`src/rtl/fifo_uart_tx_if.sv`:
```
// FIFO read-port bundle between a synchronous FIFO and its consumer.
interface fifo_uart_tx_if #(
  parameter int unsigned DATA_WIDTH = 8
);

  logic                  fifo_empty;
  logic [DATA_WIDTH-1:0] fifo_dout;
  logic                  fifo_rd_en;

  // Consumer side: pops words when it is ready for them.
  modport master (
    input  fifo_empty,
    input  fifo_dout,
    output fifo_rd_en
  );

  // FIFO side: presents data and the empty flag.
  modport slave (
    output fifo_empty,
    output fifo_dout,
    input  fifo_rd_en
  );

endinterface

```
`src/rtl/fifo_uart_tx.sv`:
```
// Pops bytes from a FIFO and serialises each as a UART frame on txd:
// start bit, LSB-first data, optional even parity, 1 or 2 stop bits.
module fifo_uart_tx #(
  parameter int unsigned DATA_WIDTH   = 8,
  parameter int unsigned CLKS_PER_BIT = 16,
  parameter int unsigned PARITY_EN    = 0,
  parameter int unsigned STOP_BITS    = 1
) (
  input  logic           clk,
  input  logic           n_rst,
  input  logic           enable,
  fifo_uart_tx_if.master fifo,
  output logic           txd,
  output logic           busy,
  output logic           frame_done
);

  localparam int unsigned BAUD_W = (CLKS_PER_BIT > 1) ? $clog2(CLKS_PER_BIT) : 1;
  localparam int unsigned CNT_W  = $clog2(DATA_WIDTH + 1);

  localparam logic [BAUD_W-1:0] BAUD_LAST = BAUD_W'(CLKS_PER_BIT - 1);
  localparam logic [BAUD_W-1:0] BAUD_PRE  = BAUD_W'(CLKS_PER_BIT - 2);
  localparam logic [CNT_W-1:0]  DATA_LAST = CNT_W'(DATA_WIDTH - 1);
  localparam logic [CNT_W-1:0]  STOP_LAST = CNT_W'(STOP_BITS - 1);

  typedef enum logic [2:0] {
    IDLE,
    READ,
    LOAD,
    START,
    DATA,
    PARITY,
    STOP
  } state_t;

  state_t                state;
  logic [BAUD_W-1:0]     baud;
  logic [CNT_W-1:0]      bit_cnt;
  logic [DATA_WIDTH-1:0] shift;
  logic                  parity;
  logic                  baud_end;

  // Last clock of the current serial bit.
  assign baud_end = (baud == BAUD_LAST);

  // Frame sequencer; every output is registered alongside the state it belongs to.
  always_ff @(posedge clk or negedge n_rst) begin
    if (!n_rst) begin
      state           <= IDLE;
      txd             <= 1'b1;
      busy            <= 1'b0;
      frame_done      <= 1'b0;
      fifo.fifo_rd_en <= 1'b0;
      baud            <= '0;
      bit_cnt         <= '0;
      shift           <= '0;
      parity          <= 1'b0;
    end else begin
      fifo.fifo_rd_en <= 1'b0;
      frame_done      <= 1'b0;
      case (state)
        IDLE: begin
          txd     <= 1'b1;
          baud    <= '0;
          bit_cnt <= '0;
          if (enable && !fifo.fifo_empty) begin
            state           <= READ;
            fifo.fifo_rd_en <= 1'b1;
            busy            <= 1'b1;
          end
        end

        // Pop strobe is high for exactly this one cycle.
        READ: begin
          state <= LOAD;
        end

        // Read latency is one cycle, so fifo_dout is valid now.
        LOAD: begin
          shift  <= fifo.fifo_dout;
          parity <= ^fifo.fifo_dout;
          state  <= START;
          txd    <= 1'b0;
          baud   <= '0;
        end

        START: begin
          if (baud_end) begin
            state   <= DATA;
            txd     <= shift[0];
            baud    <= '0;
            bit_cnt <= '0;
          end else begin
            baud <= baud + BAUD_W'(1);
          end
        end

        // shift[0] is on the line; present shift[1] before the shift lands.
        DATA: begin
          if (baud_end) begin
            baud <= '0;
            if (bit_cnt == DATA_LAST) begin
              bit_cnt <= '0;
              if (PARITY_EN != 0) begin
                state <= PARITY;
                txd   <= parity;
              end else begin
                state <= STOP;
                txd   <= 1'b1;
              end
            end else begin
              bit_cnt <= bit_cnt + CNT_W'(1);
              shift   <= shift >> 1;
              txd     <= shift[1];
            end
          end else begin
            baud <= baud + BAUD_W'(1);
          end
        end

        PARITY: begin
          if (baud_end) begin
            state   <= STOP;
            txd     <= 1'b1;
            baud    <= '0;
            bit_cnt <= '0;
          end else begin
            baud <= baud + BAUD_W'(1);
          end
        end

        // frame_done is set one edge early so it is high in the final stop cycle.
        STOP: begin
          txd <= 1'b1;
          if ((bit_cnt == STOP_LAST) && (baud == BAUD_PRE)) begin
            frame_done <= 1'b1;
          end
          if (baud_end) begin
            baud <= '0;
            if (bit_cnt == STOP_LAST) begin
              state   <= IDLE;
              busy    <= 1'b0;
              bit_cnt <= '0;
            end else begin
              bit_cnt <= bit_cnt + CNT_W'(1);
            end
          end else begin
            baud <= baud + BAUD_W'(1);
          end
        end

        default: begin
          state <= IDLE;
          txd   <= 1'b1;
          busy  <= 1'b0;
        end
      endcase
    end
  end

endmodule

```
`src/flat_wrapper.sv`:
```
// flat-port wrapper written by rule: the top's interface ports become plain ports
module fifo_uart_tx_flat 
#(
  parameter int unsigned DATA_WIDTH   = 8,
  parameter int unsigned CLKS_PER_BIT = 16,
  parameter int unsigned PARITY_EN    = 0,
  parameter int unsigned STOP_BITS    = 1
)
  (clk, n_rst, enable, txd, busy, frame_done, fifo_fifo_empty, fifo_fifo_dout, fifo_fifo_rd_en);
  fifo_uart_tx_if #(.DATA_WIDTH(DATA_WIDTH)) fifo_i ();
  input  logic clk;
  input  logic n_rst;
  input  logic enable;
  output logic txd;
  output logic busy;
  output logic frame_done;
  input wire logic [$bits(fifo_i.fifo_empty)-1:0] fifo_fifo_empty;
  input wire logic [$bits(fifo_i.fifo_dout)-1:0] fifo_fifo_dout;
  output wire logic [$bits(fifo_i.fifo_rd_en)-1:0] fifo_fifo_rd_en;
  assign fifo_i.fifo_empty = fifo_fifo_empty;
  assign fifo_i.fifo_dout = fifo_fifo_dout;
  assign fifo_fifo_rd_en = fifo_i.fifo_rd_en;
  fifo_uart_tx #(.DATA_WIDTH(DATA_WIDTH), .CLKS_PER_BIT(CLKS_PER_BIT), .PARITY_EN(PARITY_EN), .STOP_BITS(STOP_BITS)) u_core (.clk(clk), .n_rst(n_rst), .enable(enable), .fifo(fifo_i), .txd(txd), .busy(busy), .frame_done(frame_done));
endmodule
```
`config.mk`:
```
export PLATFORM = sky130hd
export DESIGN_NAME = fifo_uart_tx_flat
export DESIGN_NICKNAME = d
export VERILOG_FILES = /design/src/rtl/fifo_uart_tx_if.sv /design/src/rtl/fifo_uart_tx.sv /design/src/flat_wrapper.sv
export SDC_FILE = /design/constraint.sdc
export NUM_CORES = 1
export LEC_CHECK = 0
export ABC_AREA = 1
export CAP_MARGIN = 5
export CORE_UTILIZATION = 40
export CTS_CLUSTER_DIAMETER = 100
export DETAILED_ROUTE_END_ITERATION = 8
export GPL_ROUTABILITY_DRIVEN = 0
export HOLD_SLACK_MARGIN = 0.02
export MAX_ROUTING_LAYER = met4
export PLACE_DENSITY = 0.61
export SETUP_SLACK_MARGIN = 0.3
export SYNTH_ARGS = -nofsm -noshare
export SYNTH_HDL_FRONTEND = slang
export SYNTH_SLANG_ARGS = --single-unit
export TNS_END_PERCENT = 1
```
`constraint.sdc`:
```
create_clock -name clk -period 1.75 [get_ports clk]
set_input_delay 0.35 -clock clk [delete_from_list [all_inputs] [get_ports clk]]
set_output_delay 0.35 -clock clk [all_outputs]
set_load 0.01 [all_outputs]
```
==> summary.md, run 1 <==
| Metric | Value |
|---|---|
| Status | `complete, no violations` |
| EDFF count, synth | `0` |
| Leak pwr | `0.000867 uW` |
| Die area | `3780 um2` |
| Clk_lat worst skew | `0.33 ns` |
| Fin. Hold Viols | `0` |
| CP required | `1.40 ns` |
| Num CTS Buffers | `3` |
| DRT Pass-1 Iters | `4` |
| Reg2reg setup slack | `0.26 ns` |
| H-tree Lvls | `1` |
| Max VDD drop | `310 uV` |
| Mux contribution to synthesized area | `0` |
| Slowest cell on crit path | `clkdlybuf4s50_1` |
| R2R Path Start | `u_core.state[0]` |
| Max_cap viols | `0` |
| Initial antenna violation count | `0` |
| Crit path arrival time | `1.20 ns` |
| Final Max Slew Viols | `0` |
| Pwr dens | `526 nW/um2` |
| Synth area leaders | `dfrtp_1 (39%), nand2_1 (24%), nand3_1 (7.1%)` |
| Ant diodes | `0` |
| Hold_ws | `0.355 ns` |
| Synth warn | `0` |
| Synth cell count leaders | `nand2_1 (89), dfrtp_1 (22), nand3_1 (20), nor2_1 (18), inv_1 (16)` |
| Row cnt | `21` |
| Syn Nets | `215` |
| CP max FO | `1` |
| Port bufs | `15` |
| Worst-margin pin slew | `0.305 ns` |
| Yosys cell types | `21` |
| Share of cells above drive strength 1 | `0.119` |
| DP HPWL | `2170 um` |
| Fmax | `645 MHz` |
| Finished Cell Area | `1660 um2` |
| Clock Tree Root | `clkbuf_4` |
| CP bufs+invs | `1` |
| Total gr overflow | `0` |
| GRT Total Usage | `0.185` |
| Cell Chain, Critical Path | `clkdlybuf4s50_1` |
| First-pass GRT wire length | `5000 um` |
| Routed vias/inst | `4.82` |
| Post-Route Skew | `0.0130 ns` |
| Tmin final | `1.55 ns` |
| Drt drc | `0` |
| Core box area | `3360 um2` |
| Ys flop type | `dfrtp_1` |
| TritonCTS clock tree | `done` |
| Adder-cell share of the synthesized area | `0.0354` |
| Drt initial violations | `89` |
| Placed Area | `1600 um2` |
| CP endpoint kind | `output pin` |
| R2R depth | `9` |
| I/O Pins | `16` |
| Slew HR | `0.797` |
| Die X | `61.5 um` |
| CP startpoint kind | `register` |
| XOR/XNOR Fraction of Synth Area | `0.0124` |
| RR Endpoint | `u_core.shift[3]` |
| Worst stage delay on the critical path | `0.52 ns` |
| Die height | `61.5 um` |
| Most frequent cell after synthesis | `nand2_1` |
| Synth-to-layout area growth | `17.3%` |
| #FFs+latches synth | `23` |
| Sequential share of the synthesized area | `0.408` |
| Pin count of the biggest net entering global routing | `24` |
| Post-synthesis compound-gate area fraction | `0.0451` |
| Detail Route Antenna Nets | `0` |
| Syn Inst Count | `199` |
| Hold Crit Class | `in2async` |
| DR vias | `1273` |
| Largest family of logic cells by synthesized area | `simple AND/OR/NAND/NOR gates` |
| Share of the synthesized area in the top cell type | `0.389` |
| CTS Buffer Depth | `2` |
| CTS Sinks | `23` |
| Post-CTS Hold Buffers | `0` |
| Initial Util | `0.420` |
| Number of global-route vias before repair | `1155` |
| Simple-gate share of the synthesized area | `0.422` |
| Critical path type | `reg2out` |
| Setup violators final | `0` |
| RSZ-0062 raised after global routing | `true` |
| WL final | `2940 um` |
| Async set-reset flop share out of synthesis | `1.00` |
| Crit-path leading delay family | `buffers and inverters` |
| Yosys top cell by area | `dfrtp_1` |
| Nets | `235` |
| Final TNS setup | `0 ns` |
| Post-Synthesis Cell Area | `1410 um2` |
| Reg clk slew, reported paths | `0.15 ns` |
| Wire length per cell | `11.1 um` |
| Crit share post-route | `0.886` |
| Avg Cell Area, Syn | `7.10 um2` |
[layer usage]
| layer | global-route usage | up-vias | routed length, um |
|---|---|---|---|
| met5 | - | - | 0 |
| met4 | 0.0667 | 0 | 44 |
| met3 | 0.0189 | 5 | 138 |
| met2 | 0.298 | 40 | 1360 |
| met1 | 0.242 | 572 | 1400 |
| li1 | - | 656 | - |
[through the flow]
step,total power (uW),utilization,std cells,setup WS (ns)
after floorplan,574,-,199,0.417
after global placement,617,0.476,259,0.279
after detailed placement,619,0.476,259,0.253
after CTS,884,0.484,263,0.185
after global routing,911,0.493,264,0.141
final,872,0.493,264,0.200
[kinds of logic after synthesis]
logic type,count (synthesis)
AO/OA/AOI/OAI,12
buffers and inverters,21
AND/OR/NAND/NOR,137
XOR/XNOR,2
adder cells (fa/ha/maj),4
flip-flops,23
[where the power goes]
part,internal (uW),switching (uW)
sequential,543,5.26
clock,87.4,178
combinational,32.3,25.7
[worst max path at each step]
| stage | from | to | slack (ns) | cells after the start |
|---|---|---|---|---|
| floorplan | u_core.baud[0] | u_core.shift[1] | 0.42 | 7 |
| global placement | u_core.state[0] | u_core.shift[1] | 0.28 | 9 |
| detailed placement | u_core.state[2] | u_core.baud[0] | 0.25 | 5 |
| CTS | u_core.fifo.fifo_rd_en | fifo_fifo_rd_en | 0.18 | 1 |
| global route | u_core.baud[0] | u_core.state[0] | 0.14 | 7 |
| finish | u_core.fifo.fifo_rd_en | fifo_fifo_rd_en | 0.20 | 1 |
[cell type report]
cell class,instances,area [um2]
clock buffers,3,22.5
clock inverters,1,7.51
fillers,370,1710
inverters,19,81.3
multi-input cells,155,743
flip-flops and latches,23,581
well taps,46,57.6
repair buffers,17,165
[repair_timing]
item                       in CTS  in global routing
pin swaps                       0                  0
setup endpoints to repair      21                 25
setup buffers                   0                  1
gates resized for setup         2                  8
[state kept, by name, indices dropped and copies added (netlist names)]
register,count
u_core.frame_done,1
u_core.txd,1
u_core.fifo.fifo_rd_en,1
u_core.busy,1
u_core.bit_cnt,4
u_core.shift,8
u_core.baud,4
u_core.state,3
[cell usage in the layout, fill, tap and decap left out, drive strengths merged]
master         netlist  layout
nand2               94      94
dfrtp               22      22
nor2                21      21
nand3               20      20
inv                 19      19
clkdlybuf4s50        0      12
o21ai               12      12
ha                   4       4
clkbuf               2       3
dlygate4sd2          0       2
buf                  0       2
nor4b                1       1
and2                 1       1
xnor2                1       1
xor2                 1       1
clkinvlp             0       1
dlymetal6s2s         0       1
dfstp                1       1
(Power assumes the default switching activity.)
==> inputs of run 2 (changes only) <==
--- a/config.mk
+++ b/config.mk
@@ -7,6 +7,7 @@
 export LEC_CHECK = 0
 export ABC_AREA = 1
 export CAP_MARGIN = 5
+export CORE_MARGIN = 3
 export CORE_UTILIZATION = 40
 export CTS_CLUSTER_DIAMETER = 100
 export DETAILED_ROUTE_END_ITERATION = 8
==> run 2 against run 1 <==
Compared with the run above:
- register-to-register slack about the same
- global-route usage down 3.1 points
- first-iteration DRC count down 15%
- maximum frequency up 1.3%
- core utilization up 2.2 points
- final cell count down 0.76%
- routed wire length down 0.44%
- critical path depth unchanged
- non-clock buffer count unchanged
==> summary.md, run 2 (synthesis gave the netlist of run 1 again) <==
| Metric | Value |
|---|---|
| Placed Area | `1600 um2 (-0.16%)` |
| Setup violators final | `0 (unchanged)` |
| Core box area | `3200 um2 (-4.8%)` |
| Clk network pwr share | `0.295 (-0.010)` |
| Drt initial violations | `76 (-15%)` |
| DP HPWL | `2180 um (+0.55%)` |
| Psw | `195 uW (-6.8%)` |
| Num CTS Buffers | `3 (unchanged)` |
| Largest register FFs | `8 (unchanged)` |
| Crit-path leading delay family | `buffers and inverters` |
| Final TNS setup | `0 ns (unchanged)` |
| Final core occ | `0.515 (+0.0219)` |
| Most flop-heavy register | `u_core.shift` |
| CTS Sinks | `23 (unchanged)` |
| H-tree Lvls | `1 (unchanged)` |
| Detail Route Antenna Nets | `0 (unchanged)` |
| Fmax | `653 MHz (+1.3%)` |
| Top flop regs | `u_core.shift (8), u_core.baud (4), u_core.bit_cnt (4)` |
| Initial antenna violation count | `0 (unchanged)` |
| Final Max Slew Viols | `0 (unchanged)` |
| Final Non-Filler Cells | `262 (-0.76%)` |
| Setup ws final | `0.219 ns (+0.0193 ns)` |
| CP bufs+invs | `1 (unchanged)` |
| Number of global-route vias before repair | `1152 (-0.26%)` |
| Initial Util | `0.441 (+0.0210)` |
| Finished Cell Area | `1650 um2 (-0.53%)` |
| WL final | `2930 um (-0.44%)` |
| Synth-to-layout area growth | `16.6%` |
| Port bufs | `15 (unchanged)` |
| Fillcell total | `341 (-7.8%)` |
| Pin count of the biggest net entering global routing | `24 (unchanged)` |
| Crit share post-route | `0.875 (-0.0110)` |
| Routed vias/inst | `4.76 (-1.4%)` |
| GRT Total Usage | `0.154 (-0.0309)` |
| Comb power frac | `0.067 (about the same)` |
| CTS Buffer Depth | `2 (unchanged)` |
| I/O Pins | `16 (unchanged)` |
| Total gr overflow | `0 (unchanged)` |
| Die area | `4280 um2 (+13%)` |
| Reg clk slew, reported paths | `0.13 ns (-0.02 ns)` |
| Critical path type | `reg2out` |
| Max VDD drop | `253 uV (-18%)` |
| Crit path arrival time | `1.18 ns (-0.02 ns)` |
| Worst stage delay on the critical path | `0.52 ns (about the same)` |
| Setup WS pre-CTS | `0.263 ns (+0.00952 ns)` |
| CP endpoint kind | `output pin` |
| Max_cap viols | `0 (unchanged)` |
| CP required | `1.40 ns (about the same)` |
| Commonest non-fill, non-tap cell in the layout | `nand2_1` |
| Clock Tree Root | `clkbuf_4` |
| Pwr dens | `521 nW/um2 (-0.93%)` |
| Worst-margin pin slew | `0.295 ns (-0.0106 ns)` |
| Cell Chain, Critical Path | `clkdlybuf4s50_1` |
| Clk_lat worst skew | `0.31 ns (-0.02 ns)` |
| Ant diodes | `0 (unchanged)` |
| RSZ-0062 raised after global routing | `true` |
| Share of cells above drive strength 1 | `0.110 (-0.00917)` |
| Reg power frac | `0.638 (+0.009)` |
| Wire length per cell | `11.2 um (+0.32%)` |
| DRT Pass-1 Iters | `4 (unchanged)` |
| Internal | `664 uW (+0.23%)` |
| TritonCTS clock tree | `done` |
| Commonest cells after routing, fill and taps aside | `nand2_1 (89), dfrtp_1 (19), nand3_1 (18)` |
| DR vias | `1246 (-2.1%)` |
| Die X | `65.5 um (+6.5%)` |
| Die height | `65.5 um (+6.5%)` |
| CP max FO | `1 (unchanged)` |
| Leak pwr | `0.000869 uW (+0.25%)` |
| Slowest cell on crit path | `clkdlybuf4s50_1` |
| Post-Route Skew | `0.00253 ns (-0.0105 ns)` |
| Status | `complete, no violations` |
| Nets | `235 (unchanged)` |
| Drt drc | `0 (unchanged)` |
| First-pass GRT wire length | `5110 um (+2.1%)` |
| Tmin final | `1.53 ns (-0.0193 ns)` |
| Fin. Hold Viols | `0 (unchanged)` |
| Switch share | `0.227 (-0.0130)` |
| CP startpoint kind | `register` |
| Row cnt | `20 (-4.8%)` |
| Dpl cells | `257 (-0.77%)` |
| Slew HR | `0.804 (+0.00706)` |
| Hold Crit Class | `in2async` |
==> run 2: cell types whose count changed in the layout (fill, tap and decap cells not counted), sizes merged <==
cell and delta:
clkinvlp -1, clkbuf +1
==> run 2: path summary, 6_finish.rpt <==
kind	from	cells past startpoint	end	slack, ns
max	u_core.frame_done	1	frame_done	0.22
min	n_rst	2	u_core.baud[3]	0.37
max reg2reg	u_core.state[0]	9	u_core.shift[3]	0.27
min reg2reg	u_core.busy	2	u_core.busy	0.48
max in group asynchronous	n_rst	2	u_core.txd	1.10
min in group clk	u_core.busy	2	u_core.busy	0.48
==> run 2: power groups by stage <==
stage / combinational [uW] / sequential (uW) / clock, uW
after floorplan: 15.2 / 559 / 0
after global placement: 59.9 / 558 / 0
after detailed placement: 60.6 / 558 / 0
after CTS: 59.4 / 548 / 265
after global routing: 65.0 / 550 / 289
final: 57.6 / 548 / 253
==> run 2: layout make-up <==
class | count | area (um2) | share of cell area
inverters | 19 | 81.3 | 0.0493
well taps | 44 | 55.1 | 0.0334
repair buffers | 17 | 165 | 0.100
clock buffers | 4 | 26.3 | 0.0159
multi-input cells | 155 | 741 | 0.449
flip-flops and latches | 23 | 581 | 0.352
==> run 2: timing repair <==
item / 4_1_cts / 5_1_grt
setup buffers: 0 / 1
setup endpoints to repair: 19 / 25
gates resized for setup: 2 / 7
hold buffers: 0 / 0
==> run 2: metal layers <==
metal | part of all wire | GRT usage | wire length, um
met2 | 0.46 | 0.229 | 1340
met1 | 0.49 | 0.212 | 1440
met5 | 0 | - | 0
met4 | 0.015 | 0.0518 | 44
met3 | 0.034 | 0.0291 | 100
==> run 2: metrics by stage <==
step | power [uW] | hold WS, ns
floorplan | 574 | 0.0544
global route | 904 | 0.372
CTS | 873 | 0.381
detailed placement | 619 | 0.464
global placement | 618 | 0.456
finish | 859 | 0.375
==> inputs of run 3 (changes only) <==
--- a/config.mk
+++ b/config.mk
@@ -8,13 +8,14 @@
 export ABC_AREA = 1
 export CAP_MARGIN = 5
 export CORE_MARGIN = 3
-export CORE_UTILIZATION = 40
+export CORE_UTILIZATION = 55
 export CTS_CLUSTER_DIAMETER = 100
 export DETAILED_ROUTE_END_ITERATION = 8
 export GPL_ROUTABILITY_DRIVEN = 0
+export GPL_TIMING_DRIVEN = 0
 export HOLD_SLACK_MARGIN = 0.02
 export MAX_ROUTING_LAYER = met4
-export PLACE_DENSITY = 0.61
+export PLACE_DENSITY = 0.79
 export SETUP_SLACK_MARGIN = 0.3
 export SYNTH_ARGS = -nofsm -noshare
 export SYNTH_HDL_FRONTEND = slang
==> run 3 against run 2 <==
Compared with the run above:
- global-route usage grew 4.0 points
- first-iteration DRC count shrank 46%
- power shrank 0.98%
- clock-buffer cell count is the same
- combinational power shrank 3%
- sequential share of layout area shrank 0.25 points
- clock power shrank 3%
- clock skew grew 0.0025 ns
==> summary.md, run 3 (synthesis gave the netlist of run 1 again) <==
| Metric | Value |
|---|---|
| Num CTS Buffers | `3 (unchanged)` |
| Initial Util | `0.610 (+0.168)` |
| Slowest cell on crit path | `clkdlybuf4s50_1` |
| Nets | `237 (+0.85%)` |
| M2 GR Usage | `0.309 (+0.0798)` |
| Commonest non-fill, non-tap cell in the layout | `nand2_1` |
| Max_cap viols | `0 (unchanged)` |
| R2R depth | `9 (unchanged)` |
| Post-CTS Hold Buffers | `0 (unchanged)` |
| Clk_lat worst skew | `0.31 ns (about the same)` |
| Wire length per cell | `11.4 um (+1.9%)` |
| Hold Crit Class | `reg2reg` |
| Pwr dens | `515 nW/um2 (-1.1%)` |
| DR vias | `1250 (+0.32%)` |
| DP HPWL | `2120 um (-2.6%)` |
| CP required | `1.40 ns (about the same)` |
| Ant diodes | `0 (unchanged)` |
| Most flop-heavy register | `u_core.shift` |
| Fillcell total | `208 (-39%)` |
| CP startpoint kind | `register` |
| Hold Path Depth | `2` |
| Top flop regs | `u_core.shift (8), u_core.baud (4), u_core.bit_cnt (4)` |
| Fin. Hold Viols | `0 (unchanged)` |
| RSZ-0062 raised after global routing | `true` |
| Drt drc | `0 (unchanged)` |
| CTS Sinks | `23 (unchanged)` |
| Setup ws final | `0.219 ns (-0.000139 ns)` |
| Cell Chain, Critical Path | `clkdlybuf4s50_1` |
| Multi-input logic area | `738 um2 (-0.34%)` |
| R2R Path Start | `u_core.state[0]` |
| Slew HR | `0.322 (-0.482)` |
| Leak pwr | `0.000885 uW (+1.9%)` |
| Placed Area | `1600 um2 (unchanged)` |
| Tmin final | `1.53 ns (+0.000139 ns)` |
| Setup WS pre-CTS | `0.118 ns (-0.145 ns)` |
| RR Endpoint | `u_core.shift[2]` |
| Crit share post-route | `0.875 (about the same)` |
| Setup violators final | `0 (unchanged)` |
| Routed vias/inst | `5.04 (+6.0%)` |
| TritonCTS clock tree | `done` |
| Fmax | `653 MHz (about the same)` |
| Register area | `577 um2 (-0.65%)` |
| GRT Total Usage | `0.194 (+0.0403)` |
| Reg clk slew, reported paths | `0.12 ns (about the same)` |
| CP endpoint kind | `output pin` |
| Met3 GRT Util | `0.0207 (-0.00837)` |
| Detail Route Antenna Nets | `0 (unchanged)` |
| M1 GR Usage | `0.256 (+0.0443)` |
| Status | `complete, no violations` |
| Share of cells above drive strength 1 | `0.105 (-0.00555)` |
| Finished Cell Area | `1650 um2 (about the same)` |
| Post-Route Skew | `0.00505 ns (+0.00252 ns)` |
| WL final | `2820 um (-3.6%)` |
| Initial antenna violation count | `0 (unchanged)` |
| Critical path type | `reg2out` |
| Die area | `3210 um2 (-25%)` |
| Die height | `56.7 um (-13%)` |
| Reg2reg setup slack | `0.29 ns (+0.02 ns)` |
| CTS Buffer Depth | `2 (unchanged)` |
| Port bufs | `15 (unchanged)` |
| Max VDD drop | `415 uV (+64%)` |
| DRT Pass-1 Iters | `4 (unchanged)` |
| Core box area | `2320 um2 (-28%)` |
| Synth-to-layout area growth | `16.7% (about the same)` |
| GRT busiest layer | `met2` |
| I/O Pins | `16 (unchanged)` |
| Pin count of the biggest net entering global routing | `24 (unchanged)` |
| Number of global-route vias before repair | `1108 (-3.8%)` |
| Crit-path leading delay family | `buffers and inverters` |
| Final Max Slew Viols | `0 (unchanged)` |
| Overall Power | `850 uW (-0.98%)` |
| First-pass GRT wire length | `4810 um (-5.8%)` |
| Total gr overflow | `0 (unchanged)` |
| Row cnt | `17 (-15%)` |
| Worst stage delay on the critical path | `0.53 ns (about the same)` |
| Commonest cells after routing, fill and taps aside | `nand2_1 (89), dfrtp_1 (22), nand3_1 (19)` |
| CP bufs+invs | `1 (unchanged)` |
| Worst-margin pin slew | `1.01 ns (+0.719 ns)` |
| Clock Tree Root | `clkbuf_4` |
| Final TNS setup | `0 ns (unchanged)` |
| Worst Min Path Start | `u_core.txd` |
| Largest register FFs | `8 (unchanged)` |
| CP max FO | `1 (unchanged)` |
| Die X | `56.7 um (-13%)` |
| Drt initial violations | `41 (-46%)` |
| Hold EP | `u_core.txd` |
| H-tree Lvls | `1 (unchanged)` |
| Crit path arrival time | `1.18 ns (about the same)` |
[run 3: final cells by class]
cell class,count,area share
Buffer,2,0.0167
Clock buffer,4,0.0159
Inverter,19,0.0493
Multi-Input combinational cell,155,0.447
Sequential cell,23,0.350
Tap cell,28,0.0212
Timing Repair Buffer,17,0.100
[run 3: what timing repair did]
item	in CTS	in global routing
pin swaps	0	0
buffers inserted	0	2
gates resized for setup	2	4
endpoints found under the setup margin	15	22
[run 3: routing by layer]
metal	wire length (um)	share of wire	up-vias
met2	1330	0.47	20
met3	69	0.024	5
met1	1370	0.49	563
met4	44	0.016	0
met5	0	0	-
li1	-	-	662
[run 3: power breakdown]
group | internal [uW] | switching, uW
registers | 543 | 5.71
clock network | 89.1 | 157
logic | 30.8 | 25.0
total | 663 | 188
[run 3: how the worst max path moves through the flow]
stage | depth (start not counted) | slack [ns] | start | to
after floorplan | 7 | 0.42 | u_core.baud[0] | u_core.shift[1]
after global placement | 1 | 0.16 | n_rst | u_core.shift[2]
after detailed placement | 1 | 0.12 | n_rst | u_core.shift[2]
after CTS | 7 | 0.18 | u_core.baud[0] | u_core.state[2]
after global routing | 7 | 0.16 | u_core.baud[1] | u_core.state[0]
final | 1 | 0.22 | u_core.frame_done | frame_done
[run 3: stage by stage]
stage | util | instances | hold slack [ns]
floorplan | - | 199 | 0.0544
global placement | 0.690 | 242 | 0.456
detailed placement | 0.690 | 242 | 0.457
CTS | 0.700 | 246 | 0.477
global route | 0.712 | 248 | 0.496
finish | 0.712 | 248 | 0.476
